===== src/rtl/nandy_pkg.sv =====
// Shared definitions for the nandy instruction sequencer: FSM encoding,
// next-PC select codes and default address parameters.
package nandy_pkg;

    localparam int          DEF_PC_W         = 16;
    localparam logic [15:0] DEF_RESET_VECTOR = 16'h0000;
    localparam logic [15:0] DEF_IRQ_VECTOR   = 16'h0008;

    typedef enum logic [1:0] {
        ST_FETCH = 2'd0,
        ST_EXEC  = 2'd1,
        ST_EXEC2 = 2'd2
    } state_t;

    typedef enum logic [1:0] {
        PCSEL_HOLD = 2'd0,
        PCSEL_INC  = 2'd1,
        PCSEL_JUMP = 2'd2,
        PCSEL_IRQ  = 2'd3
    } pc_sel_t;

endpackage


===== src/rtl/nandy_pc_next.sv =====
// Combinational next-PC mux: hold, increment, jump target or interrupt vector.
// Increment wraps modulo 2^PC_W.
module nandy_pc_next
    import nandy_pkg::*;
#(
    parameter int              PC_W       = DEF_PC_W,
    parameter logic [PC_W-1:0] IRQ_VECTOR = PC_W'(DEF_IRQ_VECTOR)
) (
    input  pc_sel_t         i_sel,
    input  logic [PC_W-1:0] i_pc,
    input  logic [PC_W-1:0] i_jump_target,
    output logic [PC_W-1:0] o_pc_inc,
    output logic [PC_W-1:0] o_pc_next
);

    assign o_pc_inc = i_pc + PC_W'(1);

    always_comb begin
        o_pc_next = i_pc;
        case (i_sel)
            PCSEL_HOLD: o_pc_next = i_pc;
            PCSEL_INC:  o_pc_next = o_pc_inc;
            PCSEL_JUMP: o_pc_next = i_jump_target;
            PCSEL_IRQ:  o_pc_next = IRQ_VECTOR;
        endcase
    end

endmodule


===== src/rtl/nandy_sequencer.sv =====
// Instruction sequencer feeding the control decoder: fetches bytes, holds
// inst/cycle/carry/pc, and acts on control's sequencing strobes.
module nandy_sequencer
    import nandy_pkg::*;
#(
    parameter int              PC_W         = DEF_PC_W,
    parameter logic [PC_W-1:0] RESET_VECTOR = PC_W'(DEF_RESET_VECTOR),
    parameter logic [PC_W-1:0] IRQ_VECTOR   = PC_W'(DEF_IRQ_VECTOR)
) (
    input  logic            clk,
    input  logic            rst,
    output logic [PC_W-1:0] imem_addr,
    output logic            imem_req,
    input  logic            imem_ready,
    input  logic [7:0]      imem_rdata,
    input  logic            dmem_ready,
    input  logic            irq,
    input  logic            ctl_M,
    input  logic            ctl_MC,
    input  logic            ctl_J,
    input  logic            ctl_LJ,
    input  logic            ctl_LJR,
    input  logic            ctl_CLI,
    input  logic            ctl_WC,
    input  logic            alu_carry,
    input  logic [PC_W-1:0] jump_target,
    output logic [7:0]      inst,
    output logic            cycle,
    output logic            carry,
    output logic [PC_W-1:0] pc,
    output logic [PC_W-1:0] link,
    output logic [PC_W-1:0] epc,
    output logic            ie,
    output logic            exec_valid,
    output logic            retire,
    output state_t          dbg_state
);

    state_t          r_state;
    logic [PC_W-1:0] r_pc;
    logic [PC_W-1:0] r_link;
    logic [PC_W-1:0] r_epc;
    logic [7:0]      r_inst;
    logic            r_carry;
    logic            r_ie;

    state_t          w_state_next;
    pc_sel_t         w_pc_sel;
    logic [PC_W-1:0] w_pc_next;
    logic [PC_W-1:0] w_pc_inc;
    logic            w_imem_req;
    logic            w_retire;
    logic            w_inst_load;
    logic            w_carry_load;
    logic            w_link_load;
    logic            w_epc_load;
    logic            w_ie_set;
    logic            w_ie_clr;

    nandy_pc_next #(
        .PC_W       (PC_W),
        .IRQ_VECTOR (IRQ_VECTOR)
    ) u_pc_next (
        .i_sel         (w_pc_sel),
        .i_pc          (r_pc),
        .i_jump_target (jump_target),
        .o_pc_inc      (w_pc_inc),
        .o_pc_next     (w_pc_next)
    );

    // Fetch handshake: imem_req is a request that stays high for every FETCH
    // cycle except the interrupt bubble; a byte transfers on any cycle where
    // imem_req & imem_ready, and imem_ready without imem_req is ignored.
    always_comb begin
        w_state_next = r_state;
        w_pc_sel     = PCSEL_HOLD;
        w_imem_req   = 1'b0;
        w_retire     = 1'b0;
        w_inst_load  = 1'b0;
        w_carry_load = 1'b0;
        w_link_load  = 1'b0;
        w_epc_load   = 1'b0;
        w_ie_set     = 1'b0;
        w_ie_clr     = 1'b0;
        case (r_state)
            ST_FETCH: begin
                if (irq && r_ie) begin
                    w_pc_sel   = PCSEL_IRQ;
                    w_epc_load = 1'b1;
                    w_ie_clr   = 1'b1;
                end else begin
                    w_imem_req = 1'b1;
                    if (imem_ready) begin
                        w_inst_load  = 1'b1;
                        w_state_next = ST_EXEC;
                    end
                end
            end
            ST_EXEC: begin
                if (ctl_MC) begin
                    w_state_next = ST_EXEC2;
                end else begin
                    w_retire     = 1'b1;
                    w_carry_load = ctl_WC;
                    w_pc_sel     = ctl_LJ ? PCSEL_JUMP : PCSEL_INC;
                    w_link_load  = ctl_LJR;
                    w_ie_set     = ctl_CLI;
                    w_state_next = ST_FETCH;
                end
            end
            ST_EXEC2: begin
                // J was resolved by control from the pre-update carry, so a
                // simultaneous WC cannot affect this cycle's branch.
                if (!(ctl_M && !dmem_ready)) begin
                    w_retire     = 1'b1;
                    w_carry_load = ctl_WC;
                    w_pc_sel     = ctl_J ? PCSEL_JUMP : PCSEL_INC;
                    w_state_next = ST_FETCH;
                end
            end
            default: begin
                w_state_next = ST_FETCH;
            end
        endcase
    end

    always_ff @(posedge clk) begin
        if (rst) begin
            r_state <= ST_FETCH;
            r_pc    <= RESET_VECTOR;
            r_inst  <= 8'h00;
            r_carry <= 1'b0;
            r_ie    <= 1'b0;
            r_link  <= '0;
            r_epc   <= '0;
        end else begin
            r_state <= w_state_next;
            r_pc    <= w_pc_next;
            if (w_inst_load) begin
                r_inst <= imem_rdata;
            end
            if (w_carry_load) begin
                r_carry <= alu_carry;
            end
            if (w_link_load) begin
                r_link <= w_pc_inc;
            end
            if (w_epc_load) begin
                r_epc <= r_pc;
            end
            if (w_ie_clr) begin
                r_ie <= 1'b0;
            end else if (w_ie_set) begin
                r_ie <= 1'b1;
            end
        end
    end

    assign imem_addr  = r_pc;
    assign imem_req   = w_imem_req && !rst;
    assign inst       = r_inst;
    assign cycle      = (r_state == ST_EXEC2);
    assign carry      = r_carry;
    assign pc         = r_pc;
    assign link       = r_link;
    assign epc        = r_epc;
    assign ie         = r_ie;
    assign exec_valid = (r_state != ST_FETCH);
    assign retire     = w_retire && !rst;
    assign dbg_state  = r_state;

endmodule


===== config.mk =====
export PLATFORM = sky130hd
export DESIGN_NAME = nandy_sequencer
export DESIGN_NICKNAME = d
export VERILOG_FILES = /design/src/rtl/nandy_pkg.sv /design/src/rtl/nandy_pc_next.sv /design/src/rtl/nandy_sequencer.sv
export SDC_FILE = /design/constraint.sdc
export NUM_CORES = 1
export LEC_CHECK = 0
export BUFFER_PORTS_ARGS = -buffer_cell sky130_fd_sc_hd__buf_2
export CORE_ASPECT_RATIO = 1.1
export CORE_MARGIN = 4
export CORE_UTILIZATION = 45
export CTS_BUF_LIST = sky130_fd_sc_hd__clkbuf_8 sky130_fd_sc_hd__clkbuf_16
export DETAILED_ROUTE_END_ITERATION = 16
export GPL_ROUTABILITY_DRIVEN = 0
export GPL_TIMING_DRIVEN = 0
export PLACE_DENSITY = 0.75
export SLEW_MARGIN = 10
export SYNTH_ARGS = -nofsm -noshare
export SYNTH_HDL_FRONTEND = slang
export SYNTH_SLANG_ARGS = --single-unit

===== constraint.sdc =====
create_clock -name clk -period 2.3 [get_ports clk]
set_input_delay 0.345 -clock clk [delete_from_list [all_inputs] [get_ports clk]]
set_output_delay 0.345 -clock clk [all_outputs]
set_load 0.005 [all_outputs]

# Word-level counts from Yosys, hierarchy flattened
# Cells that the tools add are included.
# word_totals
wordCells	56
regBits	60
input_bits	37
out_inout_bits	80
# op_classes
n_eq_ne	8
n_addsub	1
mux	29
n_reduce_logical	11
# ops
op	n
16-bit one-hot mux with 3 select lines	1
2-bit 2-to-1 mux	9
16-bit by 1-bit adder with 16-bit output (second input constant)	1
1-bit 2-to-1 mux	15
2-bit one-hot mux with 3 select lines	2
2-bit equality test (second input constant)	3
2-bit inequality test (second input constant)	3
2-bit by 1-bit equality test with 1-bit output (second input constant)	2
1-bit logical AND	4
2-bit logical NOT	2
1-bit one-hot mux with 2 select lines	2
3-bit AND reduction	1
1-bit logical NOT	2
2-bit nonzero test	1
2-bit OR reduction	1

# Logic depth before layout (Yosys ltp)
# logic_depth
ltp_word	6
depth_mapped	9
ltp_nobuf	7

# By module
# From an unflattened synthesis, not the netlist that was laid out.
# hier_totals
cells_unflattened	368
area_unflattened_um2	3091.7
# by_module_without_submodules
module	area_per_inst_um2	seq_area_each_um2	n_inst	cells_each
nandy_sequencer	2285.9	1201.2	1	256
nandy_pc_next	805.8	0.0	1	112

# Worst setup path before layout
# No wires, ideal clock.
# synth_timing
path_type	register to register
startpoint	register r_state[0], in the netlist dbg_state[0]
endpoint	register r_pc[12], in the netlist imem_addr[12]
period_less_slack_ps	2080
arrival_ps	1977
setup_slack_ps	220
path_stages_with_launch	9
setup_ps	103
path_buffers	2
t_required_ps	2197
cell_sequence	dfxtp_1 > inv_1 > ha_1 > nand3_1 > o211a_1 > buf_6 > clkbuf_1 > nand2_1 > a2111oi_2
# synth_between
elab_chain_len	4
word_cells_on_any_way	9
classes_between	eq/ne (5); mux (2); reduce/logical (2)
# synth_rtl
item	line	rtl
start: declaration	nandy_sequencer.sv:39	state_t r_state;
start signal: assignment	nandy_sequencer.sv:137	r_state <= w_state_next;
2-bit equality test, or another cell as far along	nandy_sequencer.sv:85	case (r_state)
2-bit one-hot mux with 3 select lines *	nandy_sequencer.sv:85	
2-bit equality test or 2-bit by 1-bit equality test with 1-bit output (tied branches)	nandy_pc_next.sv:20	case (i_sel)
16-bit one-hot mux with 3 select lines	nandy_pc_next.sv:20	
end signal: assignment	nandy_sequencer.sv:138	r_pc <= w_pc_next;
end: declaration	nandy_sequencer.sv:40	logic [PC_W-1:0] r_pc;
# Mark *: on every way between the ends. The rest lies on a longest branch, timed or not.
# A chain may end at the register's enable or synchronous reset.

# Worst setup path in the final report
# layout_timing
startpoint	register r_state[0], in the netlist dbg_state[0]
endpoint	register r_pc[5], in the netlist imem_addr[5]
# Same word-level chain as after synthesis.

==> impl_metrics.ini <==
[outcome]
status = finished clean

[logic_synthesis]
synth_top_cell_by_area = dfxtp_1
syn_inst = 363
ys_types = 47
synth_ff_type = dfxtp_1
yosys_warnings = 0
synth_seq_cells = 60
synthArstFlopShare = 0
synth-edff-count = 0
syn_nets = 408
yosys-top-cells-area = dfxtp_1 40%, nand2_1 6.7%, a21oi_1 6.3%
synth_top_area_frac = 0.398
syn_area_um2 = 3020
yosysSeqAreaShare = 0.398
avgSynthCellArea_um2 = 8.31

[clock_tree]
clk_path_buf_depth = 2
path_clk_slew_ps = 70
cts_tree = done
cts_buffers = 9
clk_latency_ps = 330
cts_sinks = 60
cts_root_buf = clkbuf_8
cts_max_level = 3

[floorplan]
rows = 31
initial_core_util = 0.460
die_w_um = 86.1
io_pins = 117
core-area_um2 = 6560
dieArea_um2 = 8080
dieHeight_um = 93.9

[global_route]
grt_remaining_overflow = 0
grt_max_degree = 11
grt_pass1_wl_mm = 13.6
grtUsageTotal = 0.214
antenna_found_initial = 0
grt_pass1_vias = 2840

[route]
first_pass_iters = 5
wl_met1_mm = 3.47
wl_met3_um = 702
drt-total-wl_mm = 8.75
dr.max_layer_used = met4
drcViolationCount = 0
dr_wl_met2_mm = 4.43
drtIter0Drc = 181
vias = 3041
routed_via_density = 5.27
ant_nets = 0
routedWlPerCell_um = 15.2

[critical_path]
r2r_end = imem_addr[5]
rr_worst_depth = 7
cp_top_family = compound AO/OA/AOI/OAI gates
slowest_stage = dfxtp_1
crit_path_max_fanout = 6
required_ps = 2570
startpoint = dbg_state[0]
cp_cell_sequence = inv_1, ha_1, and3_1, a221oi_4, nor2_1, a221oi_1, o21a_1
r2r-start = dbg_state[0]
r2r_slack_ps = 110
end_kind = flop
crit_type = reg2reg
worst-path-buf-inv = 1
timing.critical_path.depth = 7
critical_path.max_stage_delay_ps = 430
crit_path_start_kind = flop
arrival_ps = 2460

[power_and_ir_drop]
p_leak_nw = 1.86
ir_worst_vdd_v = 0.000433
power.density_nw_per_um2 = 761

[sta]
fmax_ghz = 0.457
worstMarginPinSlew_ps = 605
rsz0062_at_grt = no
finalCriticalPeriod_ps = 2190
slew_headroom = 0.597
final_hold_viol_count = 0
skew_ps = 8.62
finalSetupViolations = 0
drv_slew = 0
fin_crit_sh = 0.952
hold_ws_ps = 249

[placement]
hpwl_mm = 6.71
io_buffer_count = 116

[final_layout]
area_growth_pct = 32.4
fill_cells = 619
drive_above_1_share = 0.356
utilization = 0.609
fin_nets = 536
num_antenna_cells = 0

[job]
drv_cap = 0

[min_path]
hp-class = in2reg
hold_path_end = inst[1]
hp-start = imem_rdata[1]
whs_path_depth = 3
[per-layer routing]
metal | vias to the layer above | GRT usage
met3 | 14 | 0.0500
met4 | 0 | 0.0818
met1 | 1399 | 0.252
li1 | 1494 | -
met5 | - | 0
met2 | 134 | 0.373
[worst max-delay path by stage]
| stage | to | slack (ps) |
|---|---|---|
| after floorplan | imem_addr[12] | 220 |
| after global placement | imem_addr[13] | -120 |
| after detailed placement | imem_addr[5] | -190 |
| after CTS | link[12] | -40 |
| after global routing | imem_addr[5] | 10 |
| final | imem_addr[5] | 110 |
[through the flow]
stage          setup TNS [ps]  cell area (um^2)  total power (W)  cells  setup slack (ps)
2_1_floorplan               0              3020          0.00163    363               220
3_3_place_gp             -429              3700          0.00188    561              -116
3_5_place_dp            -1240              3700          0.00190    561              -191
4_1_cts                 -44.7              3960          0.00305    576             -36.5
5_1_grt                     0              3990          0.00318    577              11.5
6_report                    0              3990          0.00304    577               110
[report_power, final]
part	internal [W]	total, W	switching, W	leakage [nW]
clock	0.000740	0.00114	0.000399	0.122
combinational	0.000331	0.000678	0.000348	1.25
sequential	0.00112	0.00122	0.000105	0.488
total	0.00219	0.00304	0.000851	1.86
[Yosys cell counts (all sizes together), types with 3 or more instances]
| cell | instances |
|---|---|
| xnor2 | 9 |
| mux2i | 10 |
| a221oi | 3 |
| nor3 | 6 |
| nor4 | 5 |
| o21a | 3 |
| nor2 | 42 |
| nand4 | 3 |
| a21oi | 39 |
| a211oi | 13 |
| dfxtp | 60 |
| and2 | 6 |
| nand3 | 9 |
| xor2 | 6 |
| and3 | 6 |
| o21ai | 9 |
| clkbuf | 15 |
| buf | 23 |
| a2111oi | 4 |
| inv | 10 |
| nand2 | 54 |
| ha | 8 |
[cell usage in the layout (no fill, tap or decap), types with 3 or more instances in the layout]
master and count:
buf_4 18, o21a_1 3, xnor2_1 9, a211oi_1 13
ha_1 8, inv_1 9, and2_1 6, clkbuf_1 10
buf_1 3, nand2_1 53, nor3_1 6, xor2_1 6
buf_2 119, clkbuf_8 10, mux2i_1 10, o21ai_0 9
dfxtp_1 60, bufinv_16 3, clkbuf_2 3, nor4_2 3
nand3_1 7, nor2_1 41, a21oi_1 38, and3_1 6
[what timing repair did]
| action | in CTS | in global routing |
|---|---|---|
| gates resized for setup | 5 | 11 |
| pin swaps | 0 | 2 |
| endpoints found under the setup margin | 11 | 37 |
| setup buffers | 0 | 2 |
| hold buffers | 0 | 0 |
[kinds of logic after synthesis]
family	after synthesis	share of synthesized area
AOI/OAI and AO/OA	83	0.186
xor gates and xnor gates	15	0.0436
adders and majority gates	8	0.0332
buffers and inverters	48	0.0854
DFF	60	0.398
muxes	11	0.0369
and+or+nand+nor	138	0.217
[registers in the layout, indices dropped and copies added (netlist names)]
signal     flops
imem_addr     16
link          16
epc           16
carry          1
dbg_state      2
inst           8
ie             1
[worst register-to-register path: cells and delay by family, from the launching register on]
kind / cells / cell delay (ps)
AO/OA/AOI/OAI: 3 / 850
flip-flops: 1 / 430
AND/OR/NAND/NOR: 2 / 440
buffers and inverters: 1 / 130
adder cells (fa/ha/maj): 1 / 290
[cell type report]
class	count	area (um^2)	share of cell area
Multi-Input combinational cell	255	1600	0.400
Buffer	37	221	0.0555
Sequential cell	60	1200	0.301
Timing Repair Buffer	118	596	0.149
Tap cell	82	103	0.0257
Clock inverter	5	100	0.0251
Inverter	10	37.5	0.00940
Clock buffer	10	138	0.0345
No activity file was read; power rests on OpenSTA's default activity.
